File: config.mk
export PLATFORM = sky130hd
export DESIGN_NAME = id_hazard_ctrl
export DESIGN_NICKNAME = d
export VERILOG_FILES = /design/src/rtl/id_hazard_ctrl.sv
export SDC_FILE = /design/constraint.sdc
export NUM_CORES = 1
export LEC_CHECK = 0
export CAP_MARGIN = 20
export CORE_ASPECT_RATIO = 1.1
export CORE_MARGIN = 2
export CORE_UTILIZATION = 46
export DETAILED_ROUTE_END_ITERATION = 8
export PLACE_DENSITY = 0.9
export SETUP_SLACK_MARGIN = 0.2
export SYNTH_ARGS = -nofsm -noshare
export SYNTH_HDL_FRONTEND = slang
export SYNTH_SLANG_ARGS = --single-unit
File: constraint.sdc
create_clock -name clk -period 3.82 [get_ports clk]
set_input_delay 0.955 -clock clk [delete_from_list [all_inputs] [get_ports clk]]
set_output_delay 0.955 -clock clk [all_outputs]
set_load 0.02 [all_outputs]
File: src/rtl/id_hazard_ctrl.sv
// id_hazard_ctrl: IF/ID register, load-use stall and redirect squash control with perf counters
module id_hazard_ctrl #(
  parameter int FLUSH_DEPTH = 2,
  parameter int CNT_W = 16
) (
  input  logic             clk,
  input  logic             rst,
  input  logic             if_valid,
  input  logic [31:0]      if_inst,
  input  logic [31:0]      if_pc,
  input  logic             ex_mem_read,
  input  logic [4:0]       ex_rd,
  input  logic             ex_redirect,
  output logic             id_valid,
  output logic [31:0]      id_inst,
  output logic [31:0]      id_pc,
  output logic [2:0]       id_imm_sel,
  output logic             stall_if,
  output logic             ex_valid,
  output logic [CNT_W-1:0] stall_cnt,
  output logic [CNT_W-1:0] flush_cnt
);
  typedef enum logic {RUN, SQUASH} state_t;
  state_t state, state_nx;
  logic [2:0] sq_cnt;
  logic [2:0] imm_sel_nx;
  logic [6:0] op;
  logic r_type, uses_rs1, uses_rs2, hazard;
  // pre-decode the immediate format of the incoming instruction
  always_comb begin
    op = if_inst[6:0];
    imm_sel_nx = (op == 7'b0000011 || op == 7'b0010011 || op == 7'b1100111) ? 3'd1 :
                 (op == 7'b0100011) ? 3'd2 :
                 (op == 7'b1100011) ? 3'd3 :
                 (op == 7'b0110111 || op == 7'b0010111) ? 3'd4 :
                 (op == 7'b1101111) ? 3'd5 : 3'd0;
  end
  // load-use detection against the load sitting in EX
  always_comb begin
    r_type = id_inst[6:0] == 7'b0110011;
    uses_rs1 = r_type | id_imm_sel == 3'd1 | id_imm_sel == 3'd2 | id_imm_sel == 3'd3;
    uses_rs2 = r_type | id_imm_sel == 3'd2 | id_imm_sel == 3'd3;
    hazard = id_valid & ex_mem_read & (ex_rd != 5'd0) &
             ((uses_rs1 & id_inst[19:15] == ex_rd) | (uses_rs2 & id_inst[24:20] == ex_rd));
  end
  // state register
  always_ff @(posedge clk) begin
    if (rst) state <= RUN;
    else state <= state_nx;
  end
  // next state: a redirect (re)enters the squash window, which ends when the counter runs out
  always_comb begin
    state_nx = ex_redirect ? (FLUSH_DEPTH > 1 ? SQUASH : RUN) :
               (state == SQUASH && sq_cnt <= 3'd1) ? RUN : state;
  end
  // stall and bubble controls; a redirect overrides the stall
  always_comb begin
    stall_if = hazard & ~ex_redirect;
    ex_valid = id_valid & ~hazard & ~ex_redirect & (state != SQUASH);
  end
  // IF/ID register: flush beats stall beats capture
  always_ff @(posedge clk) begin
    if (rst) begin
      id_valid <= 1'b0;
      id_inst <= 32'h0000_0013;
      id_pc <= 32'd0;
      id_imm_sel <= 3'd0;
    end else if (ex_redirect || state == SQUASH) begin
      id_valid <= 1'b0;
    end else if (!hazard) begin
      id_valid <= if_valid;
      id_inst <= if_inst;
      id_pc <= if_pc;
      id_imm_sel <= imm_sel_nx;
    end
  end
  // squash window counter and saturating performance counters
  always_ff @(posedge clk) begin
    if (rst) begin
      sq_cnt <= 3'd0;
      stall_cnt <= '0;
      flush_cnt <= '0;
    end else begin
      sq_cnt <= ex_redirect ? 3'(FLUSH_DEPTH - 1) : (state == SQUASH && sq_cnt != 3'd0) ? sq_cnt - 3'd1 : sq_cnt;
      if (stall_if) stall_cnt <= stall_cnt + CNT_W'(stall_cnt != '1);
      if (ex_redirect) flush_cnt <= flush_cnt + CNT_W'(flush_cnt != '1);
    end
  end
endmodule

-- After elaboration in Yosys (flattened, before gate mapping)
Cells that the tools add are included.
- word-level logic and storage cells: 70
- output and inout bits: 102
- register bits after elaboration: 104
- bitwise logic cells: 19
- reduce and logical (&&, ||, !) cells: 13
- equal/unequal tests: 16
- multiplexer cells: 9
- order comparisons: 1
- $add $sub $neg: 3
- operators with widths (operator ; count):
    $add 16x1->16 ; 2
    $ne 16x16->1 const B ; 2
    $eq 7x6->1 const B ; 3
    $eq 7x7->1 const B ; 3
    $mux 3 ; 5
    $eq 7x5->1 const B ; 2
    $eq 5x5->1 ; 2
    $and 1x1->1 ; 9
    $eq 7x2->1 const B ; 1
    $eq 3x2->1 const B ; 2
    $or 1x1->1 ; 6
    $reduce_bool 5->1 ; 1
    $logic_or 1x1->1 ; 4
    $mux 1 ; 4
    $not 1->1 ; 4
    $reduce_bool 2->1 ; 2
    $reduce_or 2->1 ; 2
    $eq 3x1->1 const B ; 1
    $le 3x1->1 const B ; 1
    $reduce_bool 3->1 ; 1
    $sub 3x1->3 const B ; 1
    $logic_and 1x1->1 ; 2
    $reduce_and 2->1 ; 1

-- Longest topological paths before layout
Gate-level depths: netlist of run 1.
- word-level depth: 11
- depth in mapped cells: 11
- depth with buffers taken out: 11

-- Worst setup path before layout of run 1
OpenSTA, ideal clock, no wires.
- path kind: input-to-output
- start point: in ex_rd[0]
- end point: out ex_valid
- stages on the path: 8
- path buffers: 3
- path slack: 0.180 ns
- arrival time: 2.685 ns
- cell sequence: or3_1 -> o311a_1 -> and4_4 -> nor4b_2 -> buf_4 -> buf_8 -> buf_12 -> and2_1
- word-level cells in the longest chain between the ends: 8
- elaborated cells between the ends (all ways): 12
- RTL lines (element ; RTL line ; source):
    start, declared ; 12 ; input logic [4:0] ex_rd,
    $eq 5x5->1 ; 44 ; ((uses_rs1 & id_inst[19:15] == ex_rd) | (uses_rs2 & id_inst[24:20] == ex_rd));
    $and 1x1->1 ; 44 ;
    $or 1x1->1 ; 44 ;
    $and 1x1->1 * ; 43 ; hazard = id_valid & ex_mem_read & (ex_rd != 5'd0) &
    $not 1->1 (no source line) * ; - ;
    $and 1x1->1 * (3 in series) ; 59 ; ex_valid = id_valid & ~hazard & ~ex_redirect & (state != SQUASH);
    end, declared ; 19 ; output logic ex_valid,
Mark *: on every way between the ends. The rest lies on a longest branch, timed or not.

-- Final worst setup path of run 1
- start point: in ex_rd[4]
- end point: out ex_valid
The elaborated chain is that of the path after synthesis.

==> flow_metrics.py, run 1 <==
metrics = {
    "sta": {
        "finalCriticalPeriod_ns": 3.55,
        "final.setup.worst_slack_ns": 0.270,
        "grt_setup_unrepaired": "no",
        "slew_violations": 0,
        "max_clock_freq_ghz": 0.282,
        "relSlewSlack": 0.636,
        "fin_crit_sh": 0.929,
        "worst_pin_slew_ns": 0.532,
        "finClkSkew_ns": 0.00912,
        "hold_slack_ns": 0.476,
        "hold_viol": 0,
        "setup_viol": 0,
    },
    "finish": {
        "final_util": 0.673,
        "layout_commonest_cell": "clkdlybuf4s50_1",
        "nets": 794,
        "final_cell_mix": "clkdlybuf4s50_1, nand2b_1, dfxtp_1, mux2i_1, nor2_1",
        "fillCellCount": 863,
        "layout.cells.non_filler": 866,
        "drive_gt1_frac": 0.0738,
        "multiInputGateArea_um2": 2870,
        "register_area_um2": 2080,
        "syn2layout_area_growth_pct": 42.9,
    },
    "global_route": {
        "antenna_found_initial": 1,
        "track_usage": 0.217,
        "grt_overflow_total": 0,
        "grt_pass1_vias": 4411,
        "grt_max_degree": 74,
        "grt_pass1_wl_um": 21200,
    },
    "critical_path": {
        "end_kind": "output pin",
        "worstPathRequired_ns": 2.86,
        "worstSetupStartpointType": "input pin",
        "cp_max_fo": 4,
        "critPathArrivalTime_ns": 2.59,
        "worstSetupPathType": "in2out",
        "r2r_cells": 10,
        "reg2reg_slack_ns": 1.30,
    },
    "die": {
        "dieArea_um2": 12000,
        "rows": 40,
        "start_util": 0.471,
        "coreArea_um2": 10900,
        "pin_count": 176,
        "chipHeight_um": 115,
        "fp.dieW_um": 105,
    },
    "power_and_ir_drop": {
        "p_sw_mw": 0.634,
        "combPwrFrac": 0.171,
        "pwr-share-clk": 0.368,
        "pwr_density_cell_nw_per_um2": 345,
        "peakVddDrop_mv": 0.195,
        "netSwitchingFraction": 0.250,
        "p_leak_nw": 2.76,
        "finalPower_mw": 2.53,
        "p_seq_frac": 0.461,
        "cellInternalPower_mw": 1.90,
    },
    "placed_design": {
        "port-buffer-count": 175,
        "dp_cells": 846,
        "place.detailed.hpwl_um": 9380,
        "place_congestion": 0.867,
        "dp_slack_ns": -0.415,
    },
    "cts": {
        "hold_buffers": 0,
        "cts_buffer_depth": 2,
        "tritoncts": "yes",
        "root_buffer": "clkbuf_16",
        "h-tree-depth": 3,
        "clk_pin_slew_ns": 0.07,
        "insertion_delay_ns": 0.34,
        "numCtsBuffers": 9,
        "clock-sinks": 104,
    },
    "synthesis": {
        "syn_avg_cell_area_um2": 9.41,
        "synth_warnings": 0,
        "synth-compound-area-share": 0.0421,
        "synthFlopType": "dfxtp_1",
        "syn_area_um2": 5140,
        "synth-edff-count": 0,
        "synth_xor_area_frac": 0.0375,
        "syn_inst": 546,
        "synthArstFlopShare": 0,
        "syn_nets": 627,
        "synth_top_family_by_area": "simple AND/OR/NAND/NOR gates",
        "synth_cell_type_count": 41,
        "ys_seq_elements": 104,
        "ys_seq_area_frac": 0.405,
        "synthMuxAreaShare": 0.171,
        "synth_simple_gate_area_share": 0.285,
        "synthAdderAreaFrac": 0.0170,
    },
    "run": {
        "max-cap-violations": 0,
    },
    "drt": {
        "wl_um": 12900,
        "ant_nets": 0,
        "vias_per_cell": 5.06,
        "wl_per_cell_um": 14.9,
        "drt_first_pass_iters": 4,
        "drc": 0,
        "vias": 4383,
        "drt-initial-drc-count": 228,
    },
    "outcome": {
        "status": "completed",
    },
    "hold_path": {
        "min_delay_path_depth": 2,
        "hp-class": "reg2reg",
    },
}
==> logic make-up (layout without fill, tap and decap cells) <==
family / after synthesis / after routing
muxes: 86 / 86
other: 0 / 1
and+or+nand+nor: 255 / 255
AOI/OAI and AO/OA: 32 / 32
buffers and inverters: 40 / 212
xor gates and xnor gates: 22 / 22
adders and majority gates: 7 / 7
DFF: 104 / 104
==> state kept, by name, indices dropped and copies added, names as in the netlist <==
name,flops
state,1
id_imm_sel,3
id_pc,32
id_valid,1
id_inst,32
flush_cnt,16
sq_cnt,3
stall_cnt,16
==> critical path, stage by stage <==
cell and delay [ns]:
clkdlybuf4s50_1 0.48, o311a_1 0.41, buf_4 0.16, nand4_2 0.06
nor4b_4 0.23, and2_4 0.19, buf_6 0.11
==> Yosys cell counts, types with 7 or more instances <==
| cell | instances | area (um^2) |
|---|---|---|
| nand2_1 | 12 | 45.0 |
| a21oi_1 | 8 | 40.0 |
| nand3_1 | 8 | 40.0 |
| nor2_1 | 50 | 188 |
| xor2_1 | 17 | 149 |
| nor2b_1 | 16 | 100 |
| mux2_2 | 14 | 158 |
| nand2b_1 | 132 | 826 |
| nand4_1 | 14 | 87.6 |
| inv_1 | 7 | 26.3 |
| a211oi_1 | 9 | 67.6 |
| clkbuf_1 | 21 | 78.8 |
| mux2i_1 | 72 | 721 |
| dfxtp_1 | 104 | 2080 |
| ha_1 | 7 | 87.6 |
==> cell type report <==
| class | count | share of cell area |
|---|---|---|
| Timing Repair Buffer | 189 | 0.257 |
| Clock inverter | 4 | 0.00716 |
| Clock buffer | 12 | 0.0336 |
| Sequential cell | 104 | 0.284 |
| Multi-Input combinational cell | 402 | 0.390 |
| Tap cell | 147 | 0.0250 |
| Antenna cell | 1 | 0.000341 |
| Inverter | 7 | 0.00358 |
==> path summary, 6_finish.rpt <==
path                 from             to
min reg2reg     id_pc[27]      id_pc[27]
max reg2reg  flush_cnt[7]  flush_cnt[10]
min             id_pc[27]      id_pc[27]
max              ex_rd[4]       ex_valid
==> what timing repair did <==
item | 4_1_cts | 5_1_grt
endpoints found under the setup margin | 2 | 2
setup buffers | 2 | 0
resized for setup | 17 | 2
pin swaps | 4 | 4
==> layer usage <==
metal  vias up  global-route usage  wire length [um]
li1       2178                   -                 -
met4         0              0.0836               232
met2       146               0.385              6310
met5         -                   0                 0
met3        19              0.0635               923
met1      2040               0.247              5440
==> power groups by stage <==
stage	combinational, mW	sequential [mW]	clock, mW
after global routing	0.464	1.17	1.00
after detailed placement	0.429	1.19	0
final	0.432	1.17	0.933
after global placement	0.417	1.19	0
after CTS	0.432	1.17	0.951
after floorplan	0.171	1.24	0
==> metrics by stage <==
step / setup TNS, ns / cell area (um^2)
CTS: 0 / 7310
floorplan: 0 / 5140
finish: 0 / 7340
detailed placement: -1.27 / 6990
global route: 0 / 7340
global placement: -0.628 / 6990
(Power assumes the default switching activity.)
==> run 2: changes to the inputs <==
--- a/config.mk
+++ b/config.mk
@@ -7,10 +7,10 @@
 export LEC_CHECK = 0
 export CAP_MARGIN = 20
 export CORE_ASPECT_RATIO = 1.1
-export CORE_MARGIN = 2
 export CORE_UTILIZATION = 46
 export DETAILED_ROUTE_END_ITERATION = 8
 export PLACE_DENSITY = 0.9
+export RECOVER_POWER = 50
 export SETUP_SLACK_MARGIN = 0.2
 export SYNTH_ARGS = -nofsm -noshare
 export SYNTH_HDL_FRONTEND = slang
==> run 2 against run 1 <==
Net effect: setup slack got worse by 0.024 ns; non-clock buffer count fell by 3; final area fell by 0.97%; clock power fell by 9.2%; via count rose by 0.23%.
==> flow_metrics.py, run 2 (synthesis results as in run 1) <==
metrics = {
    "cts": {
        "cts_buffer_depth": 2,
        "root_buffer": "clkbuf_16",
        "hold_buffers": 0,
        "clk_pin_slew_ns": 0.06,
        "tritoncts": "yes",
        "insertion_delay_ns": 0.33,
        "clock-sinks": 104,
        "numCtsBuffers": 9,
        "h-tree-depth": 3,
    },
    "die": {
        "chipHeight_um": 113,
        "fp.dieW_um": 103,
        "pin_count": 176,
        "start_util": 0.471,
        "dieArea_um2": 11600,
        "rows": 40,
        "coreArea_um2": 10900,
    },
    "drt": {
        "vias": 4393,
        "drt-initial-drc-count": 162,
        "vias_per_cell": 5.10,
        "wl_um": 12600,
        "drt_first_pass_iters": 5,
        "drc": 0,
        "ant_nets": 0,
        "wl_per_cell_um": 14.6,
    },
    "sta": {
        "hold_viol": 0,
        "grt_setup_unrepaired": "no",
        "max_clock_freq_ghz": 0.280,
        "hold_slack_ns": 0.472,
        "finalCriticalPeriod_ns": 3.57,
        "setup_viol": 0,
        "worst_pin_slew_ns": 1.12,
        "relSlewSlack": 0.253,
        "slew_violations": 0,
        "fin_crit_sh": 0.936,
        "finClkSkew_ns": 0.00574,
    },
    "critical_path": {
        "worstSetupStartpointType": "input pin",
        "r2r_cells": 6,
        "critPathArrivalTime_ns": 2.62,
        "path_buf_inv": 3,
        "path_cells": "dlygate4sd2_1, or3_1, o311a_1, buf_6, nand4_4, nor4b_4, and2_4, buf_6",
        "end_kind": "output pin",
        "cp.depth": 8,
        "cp_max_fo": 3,
        "timing.critical_path.mode_cell": "buf_6",
        "worstSetupPathType": "in2out",
        "cpPeakStageDelay_ns": 0.38,
        "path_delay_family": "simple AND/OR/NAND/NOR gates",
        "slowest_stage": "or3_1",
        "startpoint": "ex_rd[0]",
        "worstPathRequired_ns": 2.86,
        "reg2reg_from": "id_inst[3]",
    },
    "hold_path": {
        "min_delay_path_depth": 2,
        "min_from": "id_inst[30]",
        "hp-class": "reg2reg",
    },
    "power_and_ir_drop": {
        "netSwitchingFraction": 0.253,
        "peakVddDrop_mv": 0.205,
        "p_seq_frac": 0.480,
        "p_sw_mw": 0.613,
        "pwr_density_cell_nw_per_um2": 333,
        "cellInternalPower_mw": 1.81,
        "p_leak_nw": 2.97,
        "pwr-share-clk": 0.349,
        "combPwrFrac": 0.170,
    },
    "run": {
        "max-cap-violations": 0,
    },
    "global_route": {
        "antenna_found_initial": 0,
        "grt_overflow_total": 0,
        "grt_max_degree": 105,
        "grt_pass1_wl_um": 19900,
        "grt_pass1_vias": 4416,
        "track_usage": 0.216,
    },
    "finish": {
        "top_regs": "id_inst x32, id_pc x32",
        "layout_commonest_cell": "nand2b_1",
        "final_util": 0.667,
        "multiInputGateArea_um2": 2870,
        "final_cell_mix": "nand2b_1, dfxtp_1, dlygate4sd3_1, clkdlybuf4s50_1, mux2i_1",
        "syn2layout_area_growth_pct": 41.5,
        "nets": 791,
        "fillCellCount": 909,
        "drive_gt1_frac": 0.0643,
        "diodes": 0,
        "register_area_um2": 2080,
    },
    "placed_design": {
        "place_congestion": 0.835,
        "place.detailed.hpwl_um": 9260,
        "port-buffer-count": 175,
    },
    "outcome": {
        "status": "completed",
    },
}
[run 2: worst paths after layout]
| kind | end | slack (ns) |
|---|---|---|
| worst max-delay path | ex_valid | 0.25 |
| worst min-delay path | id_inst[30] | 0.47 |
| worst max register to register | id_pc[7] | 1.32 |
| worst min register to register | id_inst[30] | 0.47 |
[run 2: timing repair]
action	4_1_cts	5_1_grt
resized for setup	14	3
cloned	0	0
pin swaps	3	3
setup endpoints to repair	2	2
setup buffers	1	0
hold endpoints to repair	0	0
[run 2: final cells by class]
type	instances	share of cell area
tap	147	0.0253
sequential	104	0.286
timing repair buffer	186	0.253
inverter	7	0.00361
clock buffer	14	0.0349
multi-input combinational	402	0.395
clock inverter	2	0.00206
[run 2: worst min-delay path, stage by stage, from the launching register on]
cell	delay, ns
dfxtp_1	0.31
nand2b_1	0.06
mux2i_1	0.06
[run 2: per-stage QoR]
stage / instances / setup slack (ns) / TNS, ns / total power [mW] / area, um^2
floorplan: 546 / 0.215 / 0 / 1.41 / 5140
global placement: 845 / -0.374 / -0.582 / 1.60 / 6980
detailed placement: 845 / -0.394 / -0.672 / 1.62 / 6980
CTS: 862 / 0.203 / 0 / 2.47 / 7270
global route: 862 / 0.172 / 0 / 2.52 / 7270
finish: 862 / 0.246 / 0 / 2.43 / 7270
[run 2: layer usage]
metal | vias to the layer above | share of wire | global-route usage
met2 | 157 | 0.50 | 0.377
met3 | 23 | 0.085 | 0.0754
met1 | 2051 | 0.39 | 0.234
met5 | - | 0 | 0
met4 | 0 | 0.021 | 0.0911
li1 | 2162 | - | -
[run 2: power by group through the flow]
stage	logic (mW)	clock network (mW)	registers, mW
floorplan	0.171	0	1.24
global placement	0.414	0	1.19
detailed placement	0.430	0	1.19
CTS	0.432	0.867	1.17
global route	0.445	0.904	1.17
finish	0.413	0.847	1.17
